[src/rtl/motion_update_scheduler.sv]
// Walks every cell of the grid, streams its particles to the motion update unit,
// and broadcasts returned results to all caches until every issued particle has come back.
module motion_update_scheduler #(
  parameter int DATA_WIDTH    = 32,
  parameter int ADDR_WIDTH    = 8,
  parameter int CELL_ID_WIDTH = 4,
  parameter int X_DIM         = 4,
  parameter int Y_DIM         = 4,
  parameter int Z_DIM         = 4
) (
  input  logic                       clk,
  input  logic                       rst,
  input  logic                       start,
  output logic [3*CELL_ID_WIDTH-1:0] out_rd_cell,
  output logic [ADDR_WIDTH-1:0]      out_rd_address,
  output logic                       out_rden,
  input  logic [3*DATA_WIDTH-1:0]    in_rd_data,
  output logic                       out_mu_valid,
  output logic [3*DATA_WIDTH-1:0]    out_mu_data,
  input  logic                       in_mu_valid,
  input  logic [3*DATA_WIDTH-1:0]    in_mu_data,
  input  logic [3*CELL_ID_WIDTH-1:0] in_mu_dst_cell,
  output logic                       out_motion_update_enable,
  output logic [3*DATA_WIDTH-1:0]    out_bcast_data,
  output logic [3*CELL_ID_WIDTH-1:0] out_bcast_dst_cell,
  output logic                       out_bcast_valid,
  output logic                       out_busy,
  output logic                       out_done
);

  typedef enum logic [2:0] {
    IDLE, RD_NUM, WAIT_NUM, RD_PART, NEXT_CELL, DRAIN, FLUSH, DONE
  } state_t;

  localparam logic [CELL_ID_WIDTH-1:0] ONE  = CELL_ID_WIDTH'(1);
  localparam logic [CELL_ID_WIDTH-1:0] XMAX = CELL_ID_WIDTH'(X_DIM);
  localparam logic [CELL_ID_WIDTH-1:0] YMAX = CELL_ID_WIDTH'(Y_DIM);
  localparam logic [CELL_ID_WIDTH-1:0] ZMAX = CELL_ID_WIDTH'(Z_DIM);

  state_t                     state_q;
  logic [CELL_ID_WIDTH-1:0]   cx_q, cy_q, cz_q, cx_d, cy_d, cz_d;
  logic                       last_cell;
  logic [ADDR_WIDTH-1:0]      addr_q, num_q;
  logic                       rden_q, en_q, busy_q, done_q, wait_q;
  logic [1:0]                 flush_q;
  logic                       p1_q, p2_q;
  logic [15:0]                issued_q, returned_q;
  logic                       bvalid_q;
  logic [3*DATA_WIDTH-1:0]    bdata_q;
  logic [3*CELL_ID_WIDTH-1:0] bcell_q;

  // z-major cell walk with carry into y, then x
  always_comb begin
    last_cell = (cx_q == XMAX) && (cy_q == YMAX) && (cz_q == ZMAX);
    cx_d = cx_q;
    cy_d = cy_q;
    cz_d = cz_q + ONE;
    if (cz_q == ZMAX) begin
      cz_d = ONE;
      cy_d = cy_q + ONE;
      if (cy_q == YMAX) begin
        cy_d = ONE;
        cx_d = cx_q + ONE;
      end
    end
  end

  always_ff @(posedge clk or posedge rst) begin
    if (rst) begin
      state_q    <= IDLE;
      cx_q       <= ONE;
      cy_q       <= ONE;
      cz_q       <= ONE;
      addr_q     <= '0;
      num_q      <= '0;
      rden_q     <= 1'b0;
      en_q       <= 1'b0;
      busy_q     <= 1'b0;
      done_q     <= 1'b0;
      wait_q     <= 1'b0;
      flush_q    <= '0;
      p1_q       <= 1'b0;
      p2_q       <= 1'b0;
      issued_q   <= '0;
      returned_q <= '0;
      bvalid_q   <= 1'b0;
      bdata_q    <= '0;
      bcell_q    <= '0;
    end else begin
      // Particle reads (not count reads) are tracked through the 2-cycle cache latency
      p1_q <= rden_q && (state_q == RD_PART);
      p2_q <= p1_q;
      if (p2_q)               issued_q   <= issued_q + 16'd1;
      if (in_mu_valid && en_q) returned_q <= returned_q + 16'd1;

      bvalid_q <= in_mu_valid && en_q;
      if (in_mu_valid && en_q) begin
        bdata_q <= in_mu_data;
        bcell_q <= in_mu_dst_cell;
      end

      case (state_q)
        IDLE: if (start) begin
          state_q <= RD_NUM;
          cx_q    <= ONE;
          cy_q    <= ONE;
          cz_q    <= ONE;
          en_q    <= 1'b1;
          busy_q  <= 1'b1;
          rden_q  <= 1'b1;
          addr_q  <= '0;
        end
        RD_NUM: begin
          rden_q  <= 1'b0;
          wait_q  <= 1'b0;
          state_q <= WAIT_NUM;
        end
        WAIT_NUM: begin
          wait_q <= 1'b1;
          if (wait_q) begin
            num_q <= in_rd_data[ADDR_WIDTH-1:0];
            if (in_rd_data[ADDR_WIDTH-1:0] == '0) begin
              state_q <= NEXT_CELL;
            end else begin
              state_q <= RD_PART;
              rden_q  <= 1'b1;
              addr_q  <= ADDR_WIDTH'(1);
            end
          end
        end
        RD_PART: begin
          if (addr_q == num_q) begin
            rden_q  <= 1'b0;
            state_q <= NEXT_CELL;
          end else begin
            addr_q <= addr_q + ADDR_WIDTH'(1);
          end
        end
        NEXT_CELL: begin
          if (last_cell) begin
            state_q <= DRAIN;
          end else begin
            cx_q    <= cx_d;
            cy_q    <= cy_d;
            cz_q    <= cz_d;
            rden_q  <= 1'b1;
            addr_q  <= '0;
            state_q <= RD_NUM;
          end
        end
        DRAIN: if (!p1_q && !p2_q && (returned_q == issued_q)) begin
          en_q    <= 1'b0;
          flush_q <= '0;
          state_q <= FLUSH;
        end
        FLUSH: begin
          flush_q <= flush_q + 2'd1;
          if (flush_q == 2'd2) begin
            done_q  <= 1'b1;
            state_q <= DONE;
          end
        end
        DONE: begin
          done_q     <= 1'b0;
          busy_q     <= 1'b0;
          issued_q   <= '0;
          returned_q <= '0;
          cx_q       <= ONE;
          cy_q       <= ONE;
          cz_q       <= ONE;
          state_q    <= IDLE;
        end
        default: state_q <= IDLE;
      endcase
    end
  end

  assign out_rd_cell              = busy_q ? {cx_q, cy_q, cz_q} : '0;
  assign out_rd_address           = addr_q;
  assign out_rden                 = rden_q;
  assign out_mu_valid             = p2_q;
  assign out_mu_data              = p2_q ? in_rd_data : '0;
  assign out_motion_update_enable = en_q;
  assign out_bcast_valid          = bvalid_q;
  assign out_bcast_data           = bdata_q;
  assign out_bcast_dst_cell       = bcell_q;
  assign out_busy                 = busy_q;
  assign out_done                 = done_q;

endmodule

[config.mk]
export PLATFORM = sky130hd
export DESIGN_NAME = motion_update_scheduler
export DESIGN_NICKNAME = d
export VERILOG_FILES = /design/src/rtl/motion_update_scheduler.sv
export SDC_FILE = /design/constraint.sdc
export NUM_CORES = 1
export LEC_CHECK = 0
export BUFFER_PORTS_ARGS = -buffer_cell sky130_fd_sc_hd__buf_2
export CAP_MARGIN = 15
export CORE_AREA = 2 2 172 174
export CTS_CLUSTER_DIAMETER = 120
export DETAILED_ROUTE_END_ITERATION = 16
export DIE_AREA = 0 0 174 176
export GPL_ROUTABILITY_DRIVEN = 0
export PLACE_DENSITY = 0.62
export SLEW_MARGIN = 20
export SYNTH_ARGS = -nofsm -noshare
export SYNTH_HDL_FRONTEND = slang
export SYNTH_SLANG_ARGS = --single-unit
[constraint.sdc]
create_clock -name clk -period 5.7 [get_ports clk]
set_input_delay 1.14 -clock clk [delete_from_list [all_inputs] [get_ports clk]]
set_output_delay 1.14 -clock clk [all_outputs]
set_load 0.1 [all_outputs]
Yosys cells after proc, flatten, opt, wreduce, memory -nomap -nowiden
Cells that the tools add are included.
{"block": "totals", "out_inout_bits": 230, "mem_bits_rw": 0, "mem_count": 0, "mem_bits_ro": 0, "register_bits": 181, "latchBits": 0}
{"block": "classes", "order_cmp": 0, "n_bitwise": 0, "n_eq_ne": 23, "n_mul": 0, "n_shift": 0, "muxes": 46, "add_sub_neg": 7, "n_div": 0, "reduce_logical": 31}
{"op": "two-way mux 96 bit", "n": 1}
{"op": "two-way mux 16 bit", "n": 4}
{"op": "two-way mux 8 bit", "n": 5}
{"op": "two-way mux 4 bit", "n": 9}
{"op": "case mux 4 bit (3 select lines)", "n": 3}
{"op": "adder 16 x 1 -> 16 bit (second input constant)", "n": 2}
{"op": "case mux 8 bit (4 select lines)", "n": 1}
{"op": "case mux 3 bit (8 select lines)", "n": 1}
{"op": "two-way mux 3 bit", "n": 7}
{"op": "inequality test 2 bit (second input constant)", "n": 9}
{"op": "equality test 16 bit", "n": 1}
{"op": "nonzero test 2 bit", "n": 7}
{"op": "adder 4 x 1 -> 4 bit (second input constant)", "n": 3}
{"op": "equality test 3 bit (second input constant)", "n": 4}
{"op": "equality test 4 x 3 -> 1 bit (second input constant)", "n": 3}
{"op": "two-way mux 12 bit", "n": 1}
{"op": "AND reduction 6 bit", "n": 2}
{"op": "AND reduction 5 bit", "n": 2}
{"op": "adder 8 x 1 -> 8 bit (second input constant)", "n": 1}
{"op": "equality test 8 bit", "n": 1}
{"op": "logical NOT 8 bit", "n": 1}
{"op": "case mux 1 bit (2 select lines)", "n": 4}
{"op": "AND reduction 2 bit", "n": 4}
{"op": "two-way mux 1 bit", "n": 7}
{"op": "16 further kinds", "n": 24}

Logic depth before layout (Yosys ltp)
{"block": "logic_depth", "ltp_word": 5, "mapped_depth": 8}

Least setup slack after synthesis
Ideal clock, no wire load.
{"block": "synth_timing", "kind": "register to output", "from": "register p2_q (netlist: out_mu_valid)", "to": "output port out_mu_data[0]", "path_stages_with_launch": 4, "path_slack_ns": 2.213, "arrival_ns": 2.347, "n_path_buf": 2, "cell_sequence": "dfrtp_1 clkbuf_1 clkbuf_1 and2_1"}
{"block": "synth_via", "elab_chain_len": 1}
{"item": "start, declared", "line_no": "46", "text": "logic p1_q, p2_q;"}
{"item": "start signal, assigned", "line_no": "92", "text": "p2_q <= p1_q;"}
{"item": "two-way mux 96 bit", "line_no": "182", "text": "assign out_mu_data = p2_q ? in_rd_data : '0;"}
{"item": "end, declared", "line_no": "19", "text": "output logic [3*DATA_WIDTH-1:0] out_mu_data,"}
Every way passes these cells.

Final worst setup path
{"block": "layout_timing", "from": "register p2_q (netlist: out_mu_valid)", "to": "output port out_mu_data[60]"}
Same word-level chain as after synthesis.

==> metrics.csv <==
metric,value,unit
final_layout_size_suffix_gt1_share,35.5,%
synth_edf_count,0,
nFillCells,2890,
vias_per_cell,4.51,
nNetsFinal,1627,
synth_area_per_cell,8.89,sq um
grt_usage,17.0,%
io_buffers,437,
synth.largest_area_cell,dfrtp_1,
dieArea,30600,sq um
fin_crit_sh,62.2,%
rows,62,
cp_slowest_cell,dfrtp_2,
die_w,174,um
grt_pass1_wl,42100,um
hold_slack,0.403,ns
setup_viol,0,
reg2regPathDepth,5,
fp.dieH,176,um
cap_violations,0,
clkLatencyLatePin,0.44,ns
hold_buffers,0,
startpoint_type,flop,
netlist_area,8830,sq um
cts_buffer_depth,2,
worstPathArrival,2.41,ns
multi_input_area,4050,sq um
hold_viol,0,
hold_end,out_mu_valid$_DFF_PP0_,
cts_tree,built,
drt_pass1_iterations,5,
yosysMostFrequentCell,nand2_1,
fmax,282,MHz
ys_top_cells_by_area,"dfrtp_1 50%, nand2_1 15%, and2_1 7.8%",
crit_chain,"buf_4, and2_1, buf_2",
crit_fanout,85,
max_stage_delay,0.60,ns
critPathCaptureType,output port,
async_flop_share,100,%
synth-main-ff-cell,dfrtp_1,
drtIter0Drc,487,
syn_inst,993,
antenna_found_initial,0,
yosysWarnings,0,
io_pins,438,
timing.rr.start,out_motion_update_enable$_DFFE_PP0P_,
r2r_end,returned_q[9]$_DFFE_PP0P_,
ant_nets,0,
vias,8150,
hpwl,19600,um
report.final.slew_viol_count,0,
wl_per_cell,14.6,um
syn-num-nets,1211,
drc,0,
grt-ovfl-total,0,
hold_class,flop to flop,
finalSetupTns,0,ns
path_delay_family,buffers and inverters,
grt_pass1_vias,8056,
stdcell_area,12000,sq um
wl,26400,um
grt_max_degree,104,
netlist_top_cells_count,"356 x nand2_1, 178 x dfrtp_1, 110 x and2_1",
clk_pin_slew,0.07,ns
post-cts-setup-buffers,0,
rrSetupSlack,3.36,ns
cts-resized-gates,0,
seq_area,4530,sq um
ys_types,59,
hold_depth,0,
ys_ff_latch,181,
cts_root_buf,clkbuf_16,
start_util,30.9,%
outcome,completed,
numClockSinks,181,
relSlewSlack,31.0,%
num_antenna_cells,0,
worstPathRequired,4.56,ns
synthToLayoutAreaGrowth,35.5,%
yosysTopAreaCellShare,50.5,%
post-route-min-period,3.55,ns
yosysSeqAreaShare,51.4,%
core-area,28500,sq um
htreeDepth,4,
skew,0.0290,ns
dpl_cell_area,11400,sq um
rsz0062_at_grt,false,
path_depth,3,
crit_type,flop to output port,
tightest_slew,1.04,ns
numCtsBuffers,17,
cp_num_buf_inv,2,
min_from,p1_q$_DFF_PP0_,
## stage by stage
stage	utilization, %	setup slack [ns]	cells
floorplan	-	2.21	993
global placement	39.9	2.56	1774
detailed placement	39.9	2.54	1774
CTS	41.9	2.09	1806
global route	41.9	2.00	1806
finish	41.9	2.15	1806
## placed cells by master (no fill, tap or decap), types with 17 or more instances in the layout
| master | n |
|---|---|
| nor2_1 | 56 |
| a21oi_1 | 18 |
| and2_1 | 110 |
| nand3_1 | 18 |
| buf_2 | 437 |
| xor2_1 | 33 |
| xnor2_1 | 23 |
| nand2_1 | 355 |
| dfrtp_1 | 177 |
| clkbuf_16 | 17 |
## cells by family after synthesis
logic type               count (synthesis)  share of synthesized area (%)
multiplexers                            18                           2.18
flip-flops                             181                           51.4
AND/OR/NAND/NOR                        603                           31.5
buffers and inverters                   63                           2.86
adder cells (fa/ha/maj)                 10                           1.42
AO/OA/AOI/OAI                           62                           5.10
XOR/XNOR                                56                           5.56
## layout make-up
cell class | count | share of cell area, %
Sequential cell | 181 | 37.9
Multi-Input combinational cell | 749 | 33.8
Timing Repair Buffer | 445 | 18.9
Tap cell | 384 | 4.02
Clock buffer | 19 | 3.62
Clock inverter | 13 | 1.20
Inverter | 15 | 0.513
## per-layer routing
metal,global-route usage (%),vias up,routed length [um]
li1,-,4002,-
met1,20.7,3783,10900
met2,28.4,338,12600
met3,5.68,27,2280
met4,5.92,0,577
met5,0,-,0
## state kept, by name, indices dropped and copies added (netlist names), 2 cells and up
register,flops
out_bcast_data,96
issued_q,16
returned_q,16
out_bcast_dst_cell,12
num_q,8
out_rd_address,8
cx_q,4
cy_q,4
cz_q,4
state_q,3
flush_q,2
## worst max-delay path by stage
stage | start | slack, ns | endpoint
after global routing | out_mu_valid$_DFF_PP0_ | 2.00 | out_mu_data[60]
final | out_mu_valid$_DFF_PP0_ | 2.15 | out_mu_data[60]
after CTS | out_mu_valid$_DFF_PP0_ | 2.09 | out_mu_data[60]
after detailed placement | in_rd_data[7] | 2.54 | out_rd_address[6]$_DFFE_PP0P_
after global placement | in_rd_data[7] | 2.56 | out_rd_address[6]$_DFFE_PP0P_
after floorplan | out_mu_valid$_DFF_PP0_ | 2.21 | out_mu_data[0]
## worst register-to-register path, cell delays in order (launching register included)
cell,delay (ns)
dfrtp_1,0.51
nand2_4,0.20
clkinv_2,0.50
nand4_1,0.43
or3_1,0.45
a21oi_1,0.17
Power is not shown: default switching activity piles up to over one toggle a cycle in this logic, so the estimate is an artifact.
